`config.mk`:
```
export PLATFORM = sky130hd
export DESIGN_NAME = wash_seq_ctrl
export DESIGN_NICKNAME = d
export VERILOG_FILES = /design/src/rtl/wash_seq_ctrl.sv
export SDC_FILE = /design/constraint.sdc
export NUM_CORES = 1
export LEC_CHECK = 0
export ABC_AREA = 1
export BUFFER_PORTS_ARGS = -buffer_cell sky130_fd_sc_hd__buf_4
export CAP_MARGIN = 10
export CORE_MARGIN = 8
export CORE_UTILIZATION = 35
export DETAILED_ROUTE_END_ITERATION = 10
export MAX_ROUTING_LAYER = met4
export SETUP_SLACK_MARGIN = 0.3
export SYNTH_ARGS = -nofsm -noshare
export SYNTH_HDL_FRONTEND = slang
export SYNTH_SLANG_ARGS = --single-unit
```
`constraint.sdc`:
```
create_clock -name i_clk -period 3.1 [get_ports i_clk]
set_input_delay 0.31 -clock i_clk [delete_from_list [all_inputs] [get_ports i_clk]]
set_output_delay 0.31 -clock i_clk [all_outputs]
set_load 0.01 [all_outputs]
```
`src/rtl/wash_seq_ctrl.sv`:
```
// Wash job sequencer: fill/agitate/drain rounds (wash + N rinses) then spin, paced by a
// 1 s tick prescaler, with pause/resume and abort. Optional door interlock: `DOOR_LOCK_EN.
module wash_seq_ctrl #(
   parameter int TICK_DIV = 100_000_000,
   parameter int WASH_S   = 5,
   parameter int RINSE_S  = 2,
   parameter int SPIN_S   = 3
) (
   input  logic       i_clk,
   input  logic       i_rst,
   input  logic       i_start,
   input  logic [2:0] i_mode,
   input  logic       i_pause_pos,
   input  logic       i_abort,
   input  logic       i_ack,
   output logic       o_busy,
   output logic       o_done,
   output logic [2:0] o_phase,
   output logic [7:0] o_st_light,
   output logic [7:0] o_wt_light,
   output logic [7:0] o_sec_left,
   output logic [1:0] o_round
`ifdef DOOR_LOCK_EN
   ,
   input  logic       i_door_closed,
   output logic       o_door_lock
`endif
);

   localparam int PW = $clog2(TICK_DIV);
   localparam logic [PW-1:0] PRESC_MAX = PW'(TICK_DIV - 1);

   typedef enum logic [2:0] {
      IDLE  = 3'd0,
      FILL  = 3'd1,
      AGIT  = 3'd2,
      DRAIN = 3'd3,
      SPIN  = 3'd4,
      DONE  = 3'd5,
      PAUSE = 3'd6
   } phase_t;

   function automatic logic [7:0] f_scale(input int unsigned base, input logic [1:0] k);
      return 8'(base * k);
   endfunction

   phase_t          r_phase, w_phase_nxt;
   phase_t          r_saved, w_saved_nxt;
   logic [PW-1:0]   r_presc, w_presc_nxt;
   logic [7:0]      r_wt, w_wt_nxt;
   logic [7:0]      r_sec, w_sec_nxt;
   logic [1:0]      r_round, w_round_nxt;
   logic [1:0]      r_k, w_k_nxt;
   logic [1:0]      r_rinse, w_rinse_nxt;

   logic            w_busy;
   logic            w_run;
   logic            w_tick;
   logic            w_start_ok;
   logic            w_pause_req;
   logic            w_resume_ok;

`ifdef DOOR_LOCK_EN
   logic            r_door_q;
   // An opening door behaves like a pause press; a paused job stays put until it closes.
   assign w_start_ok  = i_start & i_door_closed;
   assign w_pause_req = i_pause_pos | (r_door_q & ~i_door_closed);
   assign w_resume_ok = i_door_closed;
`else
   assign w_start_ok  = i_start;
   assign w_pause_req = i_pause_pos;
   assign w_resume_ok = 1'b1;
`endif

   assign w_busy = (r_phase != IDLE) && (r_phase != DONE);
   assign w_run  = w_busy && (r_phase != PAUSE);
   assign w_tick = w_run && (r_presc == PRESC_MAX);

   // State register
   always_ff @(posedge i_clk or negedge i_rst) begin
      if (!i_rst) begin
         r_phase <= IDLE;
         r_saved <= IDLE;
         r_presc <= '0;
         r_wt    <= '0;
         r_sec   <= '0;
         r_round <= '0;
         r_k     <= 2'd1;
         r_rinse <= 2'd1;
`ifdef DOOR_LOCK_EN
         r_door_q <= 1'b0;
`endif
      end else begin
         r_phase <= w_phase_nxt;
         r_saved <= w_saved_nxt;
         r_presc <= w_presc_nxt;
         r_wt    <= w_wt_nxt;
         r_sec   <= w_sec_nxt;
         r_round <= w_round_nxt;
         r_k     <= w_k_nxt;
         r_rinse <= w_rinse_nxt;
`ifdef DOOR_LOCK_EN
         r_door_q <= i_door_closed;
`endif
      end
   end

   // Next-state and datapath
   always_comb begin
      w_phase_nxt = r_phase;
      w_saved_nxt = r_saved;
      w_presc_nxt = r_presc;
      w_wt_nxt    = r_wt;
      w_sec_nxt   = r_sec;
      w_round_nxt = r_round;
      w_k_nxt     = r_k;
      w_rinse_nxt = r_rinse;

      if (w_run)
         w_presc_nxt = w_tick ? '0 : r_presc + PW'(1);

      case (r_phase)
         IDLE: begin
            if (w_start_ok) begin
               w_presc_nxt = '0;
               w_round_nxt = 2'd0;
               w_wt_nxt    = 8'h00;
               w_sec_nxt   = 8'h00;
               case (i_mode)
                  3'd0:    begin w_k_nxt = 2'd1; w_rinse_nxt = 2'd1; end
                  3'd2:    begin w_k_nxt = 2'd3; w_rinse_nxt = 2'd3; end
                  3'd3:    begin w_k_nxt = 2'd3; w_rinse_nxt = 2'd0; end
                  default: begin w_k_nxt = 2'd2; w_rinse_nxt = 2'd2; end
               endcase
               if (i_mode == 3'd3) begin
                  w_phase_nxt = SPIN;
                  w_sec_nxt   = f_scale(SPIN_S, 2'd3);
               end else begin
                  w_phase_nxt = FILL;
               end
            end
         end
         FILL: begin
            if (w_tick) begin
               w_wt_nxt = {r_wt[6:0], 1'b1};
               if (r_wt[6:0] == 7'h7F) begin
                  w_phase_nxt = AGIT;
                  w_sec_nxt   = (r_round == 2'd0) ? f_scale(WASH_S, r_k) : 8'(RINSE_S);
               end
            end
         end
         AGIT: begin
            if (w_tick) begin
               w_sec_nxt = r_sec - 8'd1;
               if (r_sec == 8'd1)
                  w_phase_nxt = DRAIN;
            end
         end
         DRAIN: begin
            if (w_tick) begin
               w_wt_nxt = {1'b0, r_wt[7:1]};
               if (r_wt[7:1] == 7'h00) begin
                  if (r_round < r_rinse) begin
                     w_round_nxt = r_round + 2'd1;
                     w_phase_nxt = FILL;
                  end else begin
                     w_phase_nxt = SPIN;
                     w_sec_nxt   = f_scale(SPIN_S, r_k);
                  end
               end
            end
         end
         SPIN: begin
            if (w_tick) begin
               w_sec_nxt = r_sec - 8'd1;
               if (r_sec == 8'd1)
                  w_phase_nxt = DONE;
            end
         end
         DONE: begin
            if (i_ack) begin
               w_phase_nxt = IDLE;
               w_round_nxt = 2'd0;
               w_wt_nxt    = 8'h00;
               w_sec_nxt   = 8'h00;
            end
         end
         PAUSE: begin
            if (i_pause_pos && w_resume_ok)
               w_phase_nxt = r_saved;
         end
         default: w_phase_nxt = IDLE;
      endcase

      // Pause lands after this cycle's tick, so the saved phase is the post-tick one.
      if (w_run && w_pause_req) begin
         w_saved_nxt = w_phase_nxt;
         w_phase_nxt = PAUSE;
      end

      if (i_abort && (r_phase != IDLE)) begin
         w_phase_nxt = IDLE;
         w_saved_nxt = IDLE;
         w_presc_nxt = '0;
         w_wt_nxt    = 8'h00;
         w_sec_nxt   = 8'h00;
         w_round_nxt = 2'd0;
      end
   end

   // Outputs
   always_comb begin
      o_busy     = w_busy;
      o_done     = (r_phase == DONE);
      o_phase    = r_phase;
      o_st_light = 8'h01 << r_phase;
      o_wt_light = r_wt;
      o_sec_left = r_sec;
      o_round    = r_round;
`ifdef DOOR_LOCK_EN
      o_door_lock = w_busy && ((r_phase != PAUSE) || (r_wt != 8'h00));
`endif
   end

endmodule
```
# == After elaboration in Yosys (flattened, before gate mapping) ==
# Cells that the tools add are included.
# W data, S select, Z words.
# totals
elab_cells,106
out_inout_bits,31
inputBits,9
ff_bits,55
# classes
mul,2
reduce_logical,20
addsub,3
magnitude_cmp,1
n_shift,1
muxes,49
eq_ne,22
# ops
op,count
$mux W27,5
$mux W8,13
$mux W3,17
$pmux W8 S5,1
$pmux W8 S4,1
$add A27 B1 Y27 const B,1
$eq A27 B27 Y1 const B,1
$ne A3 B3 Y1 const B,9
$pmux W3 S7,1
$eq A3 B2 Y1 const B,4
$mux W2,6
$pmux W2 S3,2
$eq A3 B3 Y1 const B,3
$reduce_and A9 Y1,1
$eq A8 B1 Y1 const B,1
$shl A1 B3 Y8 const A,1
$sub A8 B1 Y8 const B,1
$eq A7 B7 Y1 const B,1
$logic_not A7 Y1,1
$logic_not A3 Y1,2
$reduce_and A6 Y1,1
$reduce_bool A6 Y1,1
$logic_and A1 B1 Y1,5
$mul A3 B2 Y5 const A,1
other kinds (17),18

# == Longest topological paths before layout ==
# Gate-level depths: netlist of the first run.
# logic_depth
ltp_word,9
depth_mapped,13
depth_no_buf,12

# == Worst setup path after synthesis of the first run ==
# OpenSTA, ideal clock, no wires.
# synth_path
kind,register to register
from,"register r_phase[2], in the netlist o_phase[2]"
to,"register r_wt[6], in the netlist o_wt_light[6]"
period_less_slack_ps,1739
setup_time_ps,118
path_buffers,2
arrival_time_ps,1621
path_stages_with_launch,13
setup_slack_ps,1361
cell_sequence,dfrtp_1 buf_4 nand2_2 inv_1 nand2_2 nand3_4 nor2_8 nand2_4 o211ai_2 nand3_4 buf_6 nand2_1 o21ai_2
# synth_between
elab_chain_cells,6
elab_cells_between_ends,19
# synth_rtl
element,line_no,rtl
start: declaration,47,"phase_t r_phase, w_phase_nxt;"
start signal: assignment,94,r_phase <= w_phase_nxt;
$ne A3 B3 Y1 / $reduce_bool A3 Y1 (equally long branches),"75, 201",
$logic_and A1 B1 Y1,75,assign w_busy = (r_phase != IDLE) && (r_phase != DONE);
$logic_and A1 B1 Y1,76,assign w_run = w_busy && (r_phase != PAUSE);
$logic_and A1 B1 Y1,77,assign w_tick = w_run && (r_presc == PRESC_MAX);
$ne A3 B3 Y1 (no line),n/a,
$reduce_and A5 Y1 (no line),n/a,
end signal: assignment,97,r_wt <= w_wt_nxt;
end: declaration,50,"logic [7:0] r_wt, w_wt_nxt;"
# Several ways; a longest one is shown, not always the timed one.
# A chain may end at the register's enable or synchronous reset.

# == Final worst setup path of the first run ==
# layout_path
from,"register r_phase[2], in the netlist o_phase[2]"
to,register r_presc[12]
# layout_between
elab_chain_cells,9
elab_cells_between_ends,13
# layout_rtl
element,line_no,rtl
$ne A3 B3 Y1 / $reduce_bool A3 Y1 (equally long branches),"75, 201",
$logic_and A1 B1 Y1,75,
$logic_and A1 B1 Y1,76,
$logic_and A1 B1 Y1,77,
$mux W27,120,w_presc_nxt = w_tick ? '0 : r_presc + PW'(1);
$mux W27,119,if (w_run)
$mux W27,124,if (w_start_ok) begin
$mux W27,122,case (r_phase)
$mux W27 (*),201,if (i_abort && (r_phase != IDLE)) begin
named net w_presc_nxt[12],49,"logic [PW-1:0] r_presc, w_presc_nxt;"
end signal: assignment,96,r_presc <= w_presc_nxt;
end: declaration,49,
# The timed path passes the listed nets; every way through them passes the cells marked *.

==> results of run 1 <==
logic make-up after synthesis:
group                      count (synthesis)
adders and majority gates                  7
AOI/OAI and AO/OA                         65
and+or+nand+nor                          333
DFF                                       55
xor gates and xnor gates                  10
buffers and inverters                     85
cell usage after synthesis, types with 2 or more instances:
| cell type | instances |
|---|---|
| a21oi_1 | 18 |
| a22o_1 | 4 |
| a22oi_1 | 2 |
| buf_2 | 6 |
| buf_4 | 3 |
| dfrtp_1 | 53 |
| dfstp_2 | 2 |
| ha_1 | 7 |
| inv_1 | 68 |
| inv_2 | 6 |
| nand2_1 | 139 |
| nand2_2 | 5 |
| nand2_4 | 4 |
| nand3_1 | 42 |
| nand3_4 | 3 |
| nand3b_1 | 2 |
| nand4_1 | 9 |
| nor2_1 | 87 |
| nor2_2 | 4 |
| nor2_4 | 4 |
| nor2_8 | 2 |
| nor3_1 | 22 |
| nor3b_1 | 2 |
| nor4_1 | 3 |
| o211ai_1 | 3 |
| o21ai_0 | 20 |
| o21ai_2 | 8 |
| or2_2 | 2 |
| xor2_1 | 9 |
final timing paths:
kind,start,to,slack (ps),cells after the start
setup / recovery,o_phase[2],r_presc[12],890,9
hold / removal,i_rst,r_presc[9],20,1
setup reg to reg,o_phase[2],r_presc[12],890,9
hold reg to reg,r_rinse[0],r_rinse[0],490,2
max in group asynchronous,i_rst,r_presc[24],2600,1
min in group i_clk,i_mode[2],r_rinse[0],140,2
power groups by stage:
stage / clock [mW] / sequential [mW] / combinational (mW)
finish: 0.581 / 0.960 / 1.50
global route: 0.627 / 0.977 / 1.69
CTS: 0.604 / 0.957 / 1.52
detailed placement: 0 / 0.969 / 1.51
global placement: 0 / 0.967 / 1.50
floorplan: 0 / 0.941 / 1.09
metrics by stage:
step           power [mW]  hold slack [ps]  cells    util  worst slack (ps)
4_1_cts             3.075            54.74    734  0.4084             895.2
5_1_grt             3.294            87.38    734  0.4084             661.3
2_1_floorplan       2.032            14.41    555       -              1361
3_5_place_dp        2.479            429.6    726  0.3961             901.4
6_report            3.046            24.69    734  0.4084             894.9
3_3_place_gp        2.465            419.2    726  0.3961             916.6
registers in the layout, indices dropped and copies added, names as in the netlist:
name and count:
r_presc 27, o_sec_left 8, o_wt_light 8, o_phase 3
r_saved 3, o_round 2, r_k 2, r_rinse 2
cell type report:
class	instances	area, µm²	area share
inverters	74	277.8	0.06275
repair buffers	42	315.3	0.07123
flip-flops and latches	55	1379	0.3115
clock buffers	6	72.57	0.01639
well taps	140	175.2	0.03957
clock inverters	2	60.06	0.01357
multi-input cells	415	2147	0.4850
worst max-delay path, stage by stage (launching register included):
cell,delay (ps)
dfrtp_1,560
inv_2,130
nand2_2,150
inv_2,80
nor2_4,260
inv_2,160
nand3_1,310
buf_4,290
a21oi_1,60
o21a_1,100
routing by layer:
metal	global-route usage	wire, µm	up-vias
li1	-	-	1865
met1	0.1955	5038	1742
met2	0.2508	4890	72
met3	0.02839	449	16
met4	0.05783	205	0
met5	-	0	-
==> results.txt, run 1 <==
Crit-path max FO -> 15
Synth Area in Compound Gates -> 0.1095
Final number of setup-violating endpoints -> 0
Setup Skew -> 4.950 ps
# fillers -> 1,169
CTS Hold Buffers Added -> 0
Seq pwr share -> 0.315
Clock Path Buffers -> 2
Clock Latency Late Sink -> 330 ps
First-pass GRT wire length -> 18.20 mm
Synth Register Bits -> 55
Grt ovf -> 0
Pin count of the biggest net entering global routing -> 56
RSZ-0062 raised after global routing -> no
Chip width -> 121.2 µm
Yosys top cell area share -> 0.3425
Cells after Synth -> 555
DIE HEIGHT -> 121.2 µm
Synth Flop Type -> dfrtp_1
Simple-gate share of the synthesized area -> 0.3997
Syn avg cell area -> 6.977 µm²
Max-Cap Viols -> 0
GPL Wtd Cong -> 0.9012
Crit path DAT -> 2430 ps
Root Driver -> clkbuf_8
Crit start category -> register
Syn nets -> 571
Final Cell Area -> 4427 µm²
Drt total wl -> 10.58 mm
IO Pins -> 40
DRT iter0 DRCs -> 217
Final Cycle Share -> 0.7113
Clock transition at path regs -> 100 ps
Routed WL per cell -> 14.42 µm
Status -> finished, final reports clean
Antenna-violating nets left -> 0
CTS tree -> done
Share of post-route cells with drive strength above 1 -> 0.1566
Worst-margin pin slew -> 716.6 ps
CTS sink count -> 55
XOR/XNOR share of the synthesized area -> 0.02262
Final nets -> 609
Pleak -> 2.175 nW
Vias in the first global route -> 3,731
Initial Utilization -> 0.3572
Crit. End Element -> register
Ys async rst share -> 1.000
Peak supply drop -> 402.7 µV
Largest cells by area after synthesis -> dfrtp_1, nand2_1, nor2_1, inv_1, nand3_1
Cell type with the largest total area after synthesis -> dfrtp_1
HPWL Detailed -> 8.073 mm
WS Path Type -> reg -> reg
Die ar. -> 14,690 µm²
EDFF count, synth -> 0
Minimum clock period -> 2205 ps
Switching share of power -> 0.4568
Comb power frac -> 0.494
Slew margin rel. -> 0.5222
DRT Pass-1 Iters -> 4
Final Hold Viols -> 0
# DRC -> 0
TNS Setup -> 0 ps
IO Port Bufs -> 39
NetSw -> 1.391 mW
Row count -> 38
HP Class -> in -> async
N_diodes -> 0
Peak Freq -> 453.5 MHz
Cell Pwr Density -> 688.0 nW/µm²
Vias -> 3,695
Mux share of post-synthesis cell area -> 0
Post_cts resized -> 0
Worst EP required -> 3330 ps
Initial antenna violation count -> 0
Area Overhead vs Synth -> 14.31%
Cell-internal power -> 1.654 mW
Setup bufs post-CTS -> 0
Pins over their slew limit -> 0
Cell variety after synth -> 45
Clk pwr share -> 0.191
Main combinational cell family by area after synthesis -> simple AND/OR/NAND/NOR gates
Most frequent cells in the layout -> nand2_1, nor2_1, inv_1
Core ar. -> 10,840 µm²
Commonest non-fill, non-tap cell in the layout -> nand2_1
H-tree lvl count -> 2
Yosys warnings -> 0
Sequential area share after synthesis -> 0.3561
GR Util All Layers -> 0.1573
Cell Area, Placed -> 4294 µm²
Mapped cell area -> 3872 µm²
Num CTS Buffers -> 5
Vias per cell -> 5.034
Synth Area in Adders -> 0.02262
Power figures use the tool's default switching activity.
==> inputs of run 2 (changes only) <==
==> constraint.sdc (replaced) <==
create_clock -name i_clk -period 1.9 [get_ports i_clk]
set_input_delay 0.19 -clock i_clk [delete_from_list [all_inputs] [get_ports i_clk]]
set_output_delay 0.19 -clock i_clk [all_outputs]
set_load 0.01 [all_outputs]
==> results.txt, run 2 (synthesis gave the netlist of run 1 again) <==
GR Util All Layers -> 0.1621 (was 0.1573)
Share of post-route cells with drive strength above 1 -> 0.3597 (was 0.1566)
Antenna-violating nets left -> 0 (unchanged)
Crit-path max FO -> 7 (was 15)
Status -> finished, final reports clean (unchanged)
Largest Register -> r_presc (unchanged)
DIE HEIGHT -> 121.2 µm (unchanged)
Final Hold Viols -> 0 (unchanged)
Core ar. -> 10,840 µm² (unchanged)
Slew margin rel. -> 0.5114 (was 0.5222)
Routed WL per cell -> 14.47 µm (was 14.42 µm)
Initial antenna violation count -> 0 (unchanged)
GPL Wtd Cong -> 0.9479 (was 0.9012)
Critical Path End -> o_sec_left[3] (was r_presc[12])
Vias in the first global route -> 4,019 (was 3,731)
Final worst-path setup slack -> 148.5 ps (was 894.9 ps)
Commonest non-fill, non-tap cell in the layout -> nand2_1 (unchanged)
Area Overhead vs Synth -> 37.12% (was 14.31%)
Pleak -> 2.566 nW (was 2.175 nW)
Clock Latency Late Sink -> 320 ps (was 330 ps)
Pins over their slew limit -> 0 (unchanged)
Final nets -> 685 (was 609)
Vias per cell -> 5.074 (was 5.034)
DRT iter0 DRCs -> 201 (was 217)
Max-Cap Viols -> 0 (unchanged)
First-pass GRT wire length -> 19.13 mm (was 18.20 mm)
Final Cycle Share -> 0.9219 (was 0.7113)
Crit path DAT -> 1970 ps (was 2430 ps)
Row count -> 38 (unchanged)
Num CTS Buffers -> 5 (unchanged)
R2R Setup Slk -> 150 ps (was 890 ps)
Final Cell Area -> 5310 µm² (was 4427 µm²)
Largest register FFs -> 27 (unchanged)
# fillers -> 1,058 (was 1,169)
Final total power -> 5.735 mW (was 3.046 mW)
Clock Path Buffers -> 2 (unchanged)
N_diodes -> 0 (unchanged)
Reg-to-reg endpoint -> o_sec_left[3] (was r_presc[12])
Root Driver -> clkbuf_8 (unchanged)
Worst EP required -> 2120 ps (was 3330 ps)
Pre-CTS setup slack -> 67.40 ps (was 901.4 ps)
Crit. End Element -> register (unchanged)
Setup Skew -> 11.68 ps (was 4.950 ps)
Initial Utilization -> 0.3572 (unchanged)
CTS tree -> done (unchanged)
RR Startpoint -> o_phase[0] (was o_phase[2])
TNS Setup -> 0 ps (unchanged)
Minimum clock period -> 1752 ps (was 2205 ps)
Crit start category -> register (unchanged)
HPWL Detailed -> 8.284 mm (was 8.073 mm)
Final number of setup-violating endpoints -> 0 (unchanged)
DRT Pass-1 Iters -> 5 (was 4)
Pin count of the biggest net entering global routing -> 56 (unchanged)
Cell Area, Placed -> 4554 µm² (was 4294 µm²)
Multi-input gate area -> 2434 µm² (was 2147 µm²)
HP Class -> in -> reg (was in -> async)
IO Pins -> 40 (unchanged)
Peak Freq -> 570.9 MHz (was 453.5 MHz)
Critical path launch point -> o_phase[0] (was o_phase[2])
Worst-margin pin slew -> 732.9 ps (was 716.6 ps)
Vias -> 4,110 (was 3,695)
IO Port Bufs -> 39 (unchanged)
Die ar. -> 14,690 µm² (unchanged)
Clock transition at path regs -> 110 ps (was 100 ps)
Grt ovf -> 0 (unchanged)
Drt total wl -> 11.72 mm (was 10.58 mm)
Worst r2r path cells -> 12 (was 9)
RSZ-0062 raised after global routing -> yes (was no)
# DRC -> 0 (unchanged)
Chip width -> 121.2 µm (unchanged)
CTS sink count -> 55 (unchanged)
WS Path Type -> reg -> reg (unchanged)
Register area -> 1389 µm² (was 1379 µm²)
Peak supply drop -> 697.7 µV (was 402.7 µV)
Cell Pwr Density -> 1080 nW/µm² (was 688.0 nW/µm²)
Most frequent cells in the layout -> nand2_1, buf_4, nor2_1 (was nand2_1, nor2_1, inv_1)
H-tree lvl count -> 2 (unchanged)
-- run 2: cell types whose count changed in the layout (fill, tap and decap cells not counted), moves of 9 or more --
cell	change
nor2_1	-20
nand2_1	-20
buf_4	+64
nor2_2	+12
inv_1	-9
nand2_2	+15
-- run 2: area by class of cell --
class                           instances  area share
Timing Repair Buffer                  117      0.1753
Clock inverter                          3    0.004241
Clock buffer                            5     0.01296
Tap cell                              140     0.03299
Inverter                               74     0.05467
Multi-Input combinational cell        416      0.4583
Sequential cell                        55      0.2615
-- run 2: stage by stage --
stage | std cells | utilization | hold WS, ps
final | 810 | 0.4898 | 21.65
after CTS | 791 | 0.4625 | 16.64
after global placement | 758 | 0.4201 | 303.0
after detailed placement | 758 | 0.4201 | 307.4
after global routing | 810 | 0.4898 | 33.30
after floorplan | 555 | - | -105.6
-- run 2: per-layer routing --
layer | vias to the layer above | track usage | share of wire
met2 | 129 | 0.2594 | 0.48
met3 | 36 | 0.02187 | 0.040
met1 | 1937 | 0.2052 | 0.45
li1 | 2008 | - | -
met4 | 0 | 0.05937 | 0.030
met5 | - | - | 0
-- run 2: where the power goes --
group	leakage, nW	switching, mW	internal, mW	total, mW
logic	1.79	2.05	1.43	3.48
clock network	0.0485	0.424	0.266	0.690
registers	0.728	0.196	1.36	1.56
-- run 2: how the worst min path moves through the flow --
stage | startpoint | endpoint | cells past startpoint
6_report | i_mode[2] | r_rinse[0] | 2
3_5_place_dp | i_rst | r_presc[5] | 1
4_1_cts | i_mode[2] | r_rinse[0] | 2
2_1_floorplan | i_rst | o_phase[0] | 0
3_3_place_gp | i_rst | o_wt_light[6] | 1
5_1_grt | i_mode[2] | r_rinse[0] | 2
-- run 2: worst max-delay path, cell delays in order, from the launching register on --
cell and delay, ps:
dfrtp_2 470, nor2_2 170, nand2_4 90, inv_2 110
nor2_4 50, clkinv_4 90, buf_4 140, nand2_4 50
nor2_4 130, nor2_8 70, buf_4 130, nand3_1 90
nand2_1 50
-- run 2: what timing repair did --
action,in CTS,in global routing
hold endpoints to repair,53,0
endpoints found under the setup margin,56,57
hold buffers,1,0
buffers inserted,23,19
resized for setup,52,53
pin swaps,19,22
gates cloned,1,0
